**src/rtl/text_ser_loader_pkg.sv**
```systemverilog
// rtl/text_ser_loader_pkg.sv - shared codes, ASCII limits, FSM states and character mapping
package text_ser_loader_pkg;

  localparam logic [6:0] SPACE       = 7'h40;
  localparam logic [6:0] SUBST       = 7'h5F;
  localparam logic [7:0] ASCII_LO    = 8'h20;
  localparam logic [7:0] ASCII_HI    = 8'h5F;
  localparam logic [7:0] LOWER_LO    = 8'h61;
  localparam logic [7:0] LOWER_HI    = 8'h7A;
  localparam logic [7:0] CASE_OFFSET = 8'h20;

  typedef enum logic [1:0] {
    ST_IDLE,
    ST_SEND,
    ST_GAP
  } state_e;

  typedef struct packed {
    logic       bad;
    logic [6:0] word;
  } map_t;

  // Raw entries carry a 6-bit column pattern; ASCII entries become {1, code-0x20}.
  function automatic map_t map_entry(input logic [7:0] data, input logic raw);
    map_t       m;
    logic [7:0] c;
    m.bad  = 1'b0;
    m.word = SUBST;
    c      = data;
    if (raw) begin
      m.word = {1'b0, data[5:0]};
    end else begin
      if (c >= LOWER_LO && c <= LOWER_HI) c = c - CASE_OFFSET;
      if (c >= ASCII_LO && c <= ASCII_HI) begin
        c      = c - ASCII_LO;
        m.word = {1'b1, c[5:0]};
      end else begin
        m.bad = 1'b1;
      end
    end
    return m;
  endfunction

endpackage

```
**src/rtl/text_ser_loader_fifo.sv**
```systemverilog
// rtl/text_ser_loader_fifo.sv - small power-of-two FIFO of display words
module text_ser_fifo #(
  parameter int DEPTH = 4,
  parameter int WIDTH = 7
) (
  input  logic             clk,
  input  logic             reset_n,
  input  logic             push,
  input  logic [WIDTH-1:0] wdata,
  input  logic             pop,
  output logic [WIDTH-1:0] rdata,
  output logic             full,
  output logic             empty
);

  localparam int AW = (DEPTH > 1) ? $clog2(DEPTH) : 1;

  logic [WIDTH-1:0] mem_q [DEPTH];
  logic [AW-1:0]    wr_ptr_q, rd_ptr_q;
  logic [AW:0]      count_q;
  logic             do_push, do_pop;

  assign full    = (count_q == (AW+1)'(DEPTH));
  assign empty   = (count_q == '0);
  // A push into a full FIFO is legal when the same cycle frees a slot.
  assign do_push = push && (!full || pop);
  assign do_pop  = pop && !empty;
  assign rdata   = mem_q[rd_ptr_q];

  always_ff @(posedge clk or negedge reset_n) begin
    if (!reset_n) begin
      wr_ptr_q <= '0;
      rd_ptr_q <= '0;
      count_q  <= '0;
    end else begin
      if (do_push) wr_ptr_q <= wr_ptr_q + 1'b1;
      if (do_pop)  rd_ptr_q <= rd_ptr_q + 1'b1;
      case ({do_push, do_pop})
        2'b10:   count_q <= count_q + 1'b1;
        2'b01:   count_q <= count_q - 1'b1;
        default: count_q <= count_q;
      endcase
    end
  end

  always_ff @(posedge clk) begin
    if (do_push) mem_q[wr_ptr_q] <= wdata;
  end

endmodule

```
**src/rtl/text_ser_loader.sv**
```systemverilog
// rtl/text_ser_loader.sv - maps text/raw entries to 7-bit words and serialises them in 8-phase frames
module text_ser_loader
  import text_ser_loader_pkg::*;
#(
  parameter int WORD_COUNT = 24,
  parameter int FIFO_DEPTH = 4
) (
  input  logic       clk,
  input  logic       reset_n,
  input  logic       in_valid,
  input  logic [7:0] in_data,
  input  logic       in_raw,
  output logic       in_ready,
  input  logic       clear,
  output logic       write,
  output logic       din,
  output logic       busy,
  output logic       err
);

  localparam int CW = $clog2(WORD_COUNT + 1);

  logic [2:0]    phase_q;
  state_e        state_q, state_d;
  logic [6:0]    word_q, word_d;
  logic [CW-1:0] clr_cnt_q, clr_cnt_d;
  logic          err_q, err_d;

  logic          push, pop, full, empty;
  logic [6:0]    head;
  map_t          mapped;
  logic          start, clr_active, avail_next;

  assign mapped     = map_entry(in_data, in_raw);
  assign start      = (state_q == ST_SEND) && (phase_q == 3'd0);
  assign clr_active = (clr_cnt_q != '0);
  assign pop        = start && !clr_active;
  assign in_ready   = !full || pop;
  assign push       = in_valid && in_ready;
  assign busy       = !empty || (state_q != ST_IDLE) || clr_active;
  assign err        = err_q;
  assign err_d      = err_q || (push && mapped.bad);

  always_comb begin
    clr_cnt_d = clr_cnt_q;
    if (clear)                    clr_cnt_d = CW'(WORD_COUNT);
    else if (start && clr_active) clr_cnt_d = clr_cnt_q - 1'b1;
  end

  // Decided at phase 7 so a word accepted in that cycle still starts the next frame.
  assign avail_next = (clr_cnt_d != '0) || !empty || push;

  text_ser_fifo #(
    .DEPTH(FIFO_DEPTH),
    .WIDTH(7)
  ) u_fifo (
    .clk    (clk),
    .reset_n(reset_n),
    .push   (push),
    .wdata  (mapped.word),
    .pop    (pop),
    .rdata  (head),
    .full   (full),
    .empty  (empty)
  );

  always_ff @(posedge clk or negedge reset_n) begin
    if (!reset_n) begin
      phase_q   <= 3'd0;
      state_q   <= ST_IDLE;
      word_q    <= '0;
      clr_cnt_q <= '0;
      err_q     <= 1'b0;
    end else begin
      phase_q   <= phase_q + 3'd1;
      state_q   <= state_d;
      word_q    <= word_d;
      clr_cnt_q <= clr_cnt_d;
      err_q     <= err_d;
    end
  end

  always_comb begin
    state_d = state_q;
    case (state_q)
      ST_IDLE: if (phase_q == 3'd7 && avail_next) state_d = ST_SEND;
      ST_SEND: if (phase_q == 3'd6) state_d = ST_GAP;
      ST_GAP:  state_d = avail_next ? ST_SEND : ST_IDLE;
      default: state_d = ST_IDLE;
    endcase
  end

  // Bit 0 comes straight from the selected word; later bits from the latched copy.
  always_comb begin
    write  = 1'b0;
    din    = 1'b0;
    word_d = word_q;
    if (start) word_d = clr_active ? SPACE : head;
    if (state_q == ST_SEND) begin
      write = 1'b1;
      din   = start ? word_d[0] : word_q[phase_q];
    end
  end

endmodule

```
**config.mk**
```make
export PLATFORM = sky130hd
export DESIGN_NAME = text_ser_loader
export DESIGN_NICKNAME = d
export VERILOG_FILES = /design/src/rtl/text_ser_loader_pkg.sv /design/src/rtl/text_ser_loader_fifo.sv /design/src/rtl/text_ser_loader.sv
export SDC_FILE = /design/constraint.sdc
export NUM_CORES = 1
export LEC_CHECK = 0
export CAP_MARGIN = 40
export CELL_PAD_IN_SITES_DETAIL_PLACEMENT = 0
export CELL_PAD_IN_SITES_GLOBAL_PLACEMENT = 1
export CORE_MARGIN = 2
export CORE_UTILIZATION = 50
export CTS_BUF_LIST = sky130_fd_sc_hd__clkbuf_4
export DETAILED_ROUTE_END_ITERATION = 8
export GPL_ROUTABILITY_DRIVEN = 0
export GPL_TIMING_DRIVEN = 0
export MAX_ROUTING_LAYER = met4
export PLACE_DENSITY_LB_ADDON = 0.1
export SYNTH_ARGS = -nofsm -noshare
export SYNTH_HDL_FRONTEND = slang
export SYNTH_SLANG_ARGS = --single-unit
```
**constraint.sdc**
```tcl
create_clock -name clk -period 3.3 [get_ports clk]
set_input_delay 0.495 -clock clk [delete_from_list [all_inputs] [get_ports clk]]
set_output_delay 0.495 -clock clk [all_outputs]
set_load 0.02 [all_outputs]
```
==> metrics.md, run 1 <==
| Metric | Value |
|---|---|
| Slew Limit Fails | 0 |
| Post-cts resize count | 3 |
| Highest clock rate | between 300 and 400 MHz |
| Clock Latency Late Sink | roughly 0.37 ns |
| Maximum vdd drop | roughly 0.34 mV |
| Initial DRC Count | a little over 70 |
| Largest net degree at the start of global routing | 17 |
| Fin nets | about 230 |
| Worst Path Required | approximately 3.6 ns |
| Dpl hpwl | between 3000 and 4000 µm |
| DR DRC count | 0 |
| Most area-hungry cell type in the Yosys netlist | edfxtp_1 |
| Die area | approximately 5500 µm² |
| Final Hold Violating Endpoints | 0 |
| Worst Hold Class | flip-flop to flip-flop |
| Minimum clock period | 2.896 ns |
| Largest cells by area after synthesis | edfxtp_1 34%, dfrtp_1 26%, mux4_2 7.4% |
| Die Y | roughly 74 µm |
| Drt total wl | ~4300 µm |
| Post-synth EDFFs | 28 |
| RR Endpoint | u_fifo.count_q[2] |
| Mapped Cells | 178 |
| Hold_buf cts | 0 |
| Port Buffers | 17 |
| I/O pin count | 18 |
| 1st-pass router iterations | 4 |
| Layout cell share with drive strength beyond 1 | 0.1863 |
| Cell with the most instances after synthesis | edfxtp_1 |
| Top_reg_cell synth | edfxtp_1 |
| Min-Delay Endpoint | word_q[0] |
| Worst Hold Depth | 2 |
| Overall Global Routing Usage | 0.1868 |
| Clock buffer depth | 2 |
| First-pass GRT wire length | between 7000 and 8000 µm |
| Seq/Total Area, Yosys | 0.5995 |
| Routed len/inst | 15.85 µm |
| Initial antenna violation count | 0 |
| Hold Crit Start | word_q[0] |
| Vias in the first global route | roughly 1500 |
| Diode count | 0 |
| Tcrit/Tclk final | 0.8777 |
| Cell Pwr Density | between 500 and 600 nW/µm² |
| Grt ovf | 0 |
| Yosys top cell area share | 0.3437 |
| Crit Path Max Fanout | 7 |
| Yosys reg bits | 53 |
| Synth Warn # | 0 |
| Die Width | between 70 and 80 µm |
| Post-layout util | 0.5931 |
| Root Driver | clkbuf_4 |
| Static Leakage | roughly 1.1 nW |
| Multi-input logic area | approximately 920 µm² |
| Total Power | between 1 and 1.5 mW |
| Cell variety after synth | between 40 and 50 |
| Synth async-reset ratio | 0.4717 |
| Layout Skew | 0.01492 ns |
| Max H-tree Level | 2 |
| Worst slew margin | 0.5755 |
| Post-Syn Area | approximately 2400 µm² |
| CTS tree | built |
| Commonest cells post-synth | 28 x edfxtp_1, 25 x dfrtp_1, 14 x inv_1, 14 x nor2_1 |
| Crit. End Element | flip-flop |
| Total of max-cap violations | 0 |
| Crit Path Category | flip-flop to flip-flop |
| Post-CTS setup buffer count | 0 |
| Status | complete, no violations |
| Syn nets | 203 |
| Row cnt | 25 |
| Final setup vio count | 0 |
| R2R Path Start | phase_q[0] |
| Initial Util | 0.5179 |
| Vias per inst | 5.432 |
| Mean area per synthesized cell | around 14 µm² |
| Total CTS buffers | 5 |
| Slew @ Worst Pin | 0.6347 ns |
| Reg2Reg Depth | 12 |
| Clk slew on worst S/H paths | 0.16 ns |
| Filler cells | 363 |
| CORE AREA | about 4700 µm² |
| Worst Setup SP | phase_q[0] |
| R2R setup slack | 0.40 ns |
| CP Launch Type | flip-flop |
| Final ANT Viol Nets | 0 |
| Area grow syn2layout | 14.53% |
| Vias | 1472 |
| # clock sinks | 53 |
| Post-route setup TNS | 0 ns |
| RSZ-0062 raised after global routing | false |
| Worst path arrival time | between 3 and 4 ns |
| Storage cell area | about 1500 µm² |
-- cells by family (layout without fill, tap and decap cells) --
| family | count (synthesis) | in the layout | share of synthesized area |
|---|---|---|---|
| simple gates | 53 | 53 | 0.1243 |
| xor+xnor | 7 | 7 | 0.02506 |
| compound gates | 24 | 24 | 0.07008 |
| mux | 11 | 11 | 0.08798 |
| fa+ha+maj | 12 | 12 | 0.06445 |
| buf+inv | 18 | 44 | 0.02864 |
| flops | 53 | 53 | 0.5995 |
-- cell type report --
class                   count  share of cell area
clock inverters             3            0.006253
flip-flops and latches     53              0.5234
inverters                  14             0.01876
multi-input cells         107              0.3296
repair buffers             18             0.07235
plain buffers               4            0.006253
well taps                  67             0.02992
clock buffers               5             0.01340
-- metrics by stage --
| step | instances | area, µm² | setup WS, ns | hold WS [ns] |
|---|---|---|---|---|
| floorplan | 178 | 2446 | 0.6309 | 0.1994 |
| global placement | 262 | 2700 | 0.3693 | 0.4427 |
| detailed placement | 263 | 2728 | 0.2989 | 0.4624 |
| CTS | 271 | 2796 | 0.08016 | 0.4849 |
| global route | 271 | 2801 | 0.1329 | 0.5199 |
| finish | 271 | 2801 | 0.4036 | 0.4938 |
-- per-layer routing --
metal  track usage  routed length (µm)  vias up
met5             -                   0        -
met4       0.06061                  53        0
met3       0.04065                 137        5
met2        0.3284                2256       26
met1        0.2124                1846      746
li1              -                   -      695
-- power by group --
part           switching [mW]  internal [mW]  leakage (nW)
Combinational           0.157          0.127         0.532
Clock                   0.202         0.0801        0.0271
Sequential             0.0459          0.809         0.557
-- critical path, cell delays in order, from the launching register on --
cell,delay [ns]
dfrtp_1,0.47
inv_1,0.15
ha_1,0.21
nor4bb_1,0.29
clkbuf_2,0.25
nand2_1,0.13
nor2_1,0.26
ha_1,0.23
inv_1,0.06
fa_1,0.37
xor2_1,0.15
nor2_1,0.11
xor2_1,0.15
-- flip-flops by register name, indices dropped and copies added (netlist names) --
name	flops
err	1
u_fifo.mem_q	28
phase_q	3
state_q	2
clr_cnt_q	5
u_fifo.rd_ptr_q	2
u_fifo.count_q	3
u_fifo.wr_ptr_q	2
word_q	7
-- layout by cell type (no fill, tap or decap), drive strengths merged, types with 7 or more instances in the layout --
| cell type | synthesis | routed |
|---|---|---|
| ha | 11 | 11 |
| mux4 | 8 | 8 |
| nand2 | 11 | 11 |
| edfxtp | 28 | 28 |
| dfrtp | 25 | 25 |
| clkbuf | 2 | 7 |
| inv | 14 | 14 |
| nor2 | 14 | 14 |
| clkdlybuf4s50 | 0 | 15 |
-- worst max-delay path by stage --
| stage | cells after the start | end | slack [ns] |
|---|---|---|---|
| 3_5_place_dp | 11 | u_fifo.count_q[2] | 0.30 |
| 2_1_floorplan | 14 | u_fifo.count_q[2] | 0.63 |
| 5_1_grt | 12 | u_fifo.count_q[2] | 0.13 |
| 4_1_cts | 7 | in_ready | 0.08 |
| 6_report | 12 | u_fifo.count_q[2] | 0.40 |
| 3_3_place_gp | 7 | din | 0.37 |
(Power assumes the default switching activity.)
==> run 2, diff against run 1 <==
--- a/config.mk
+++ b/config.mk
@@ -12,8 +12,8 @@
 export CORE_UTILIZATION = 50
 export CTS_BUF_LIST = sky130_fd_sc_hd__clkbuf_4
 export DETAILED_ROUTE_END_ITERATION = 8
-export GPL_ROUTABILITY_DRIVEN = 0
 export GPL_TIMING_DRIVEN = 0
+export HOLD_SLACK_MARGIN = 0.05
 export MAX_ROUTING_LAYER = met4
 export PLACE_DENSITY_LB_ADDON = 0.1
 export SYNTH_ARGS = -nofsm -noshare
==> results of run 2 <==
The final DEF is identical to that of run 1; final timing and power are the same.
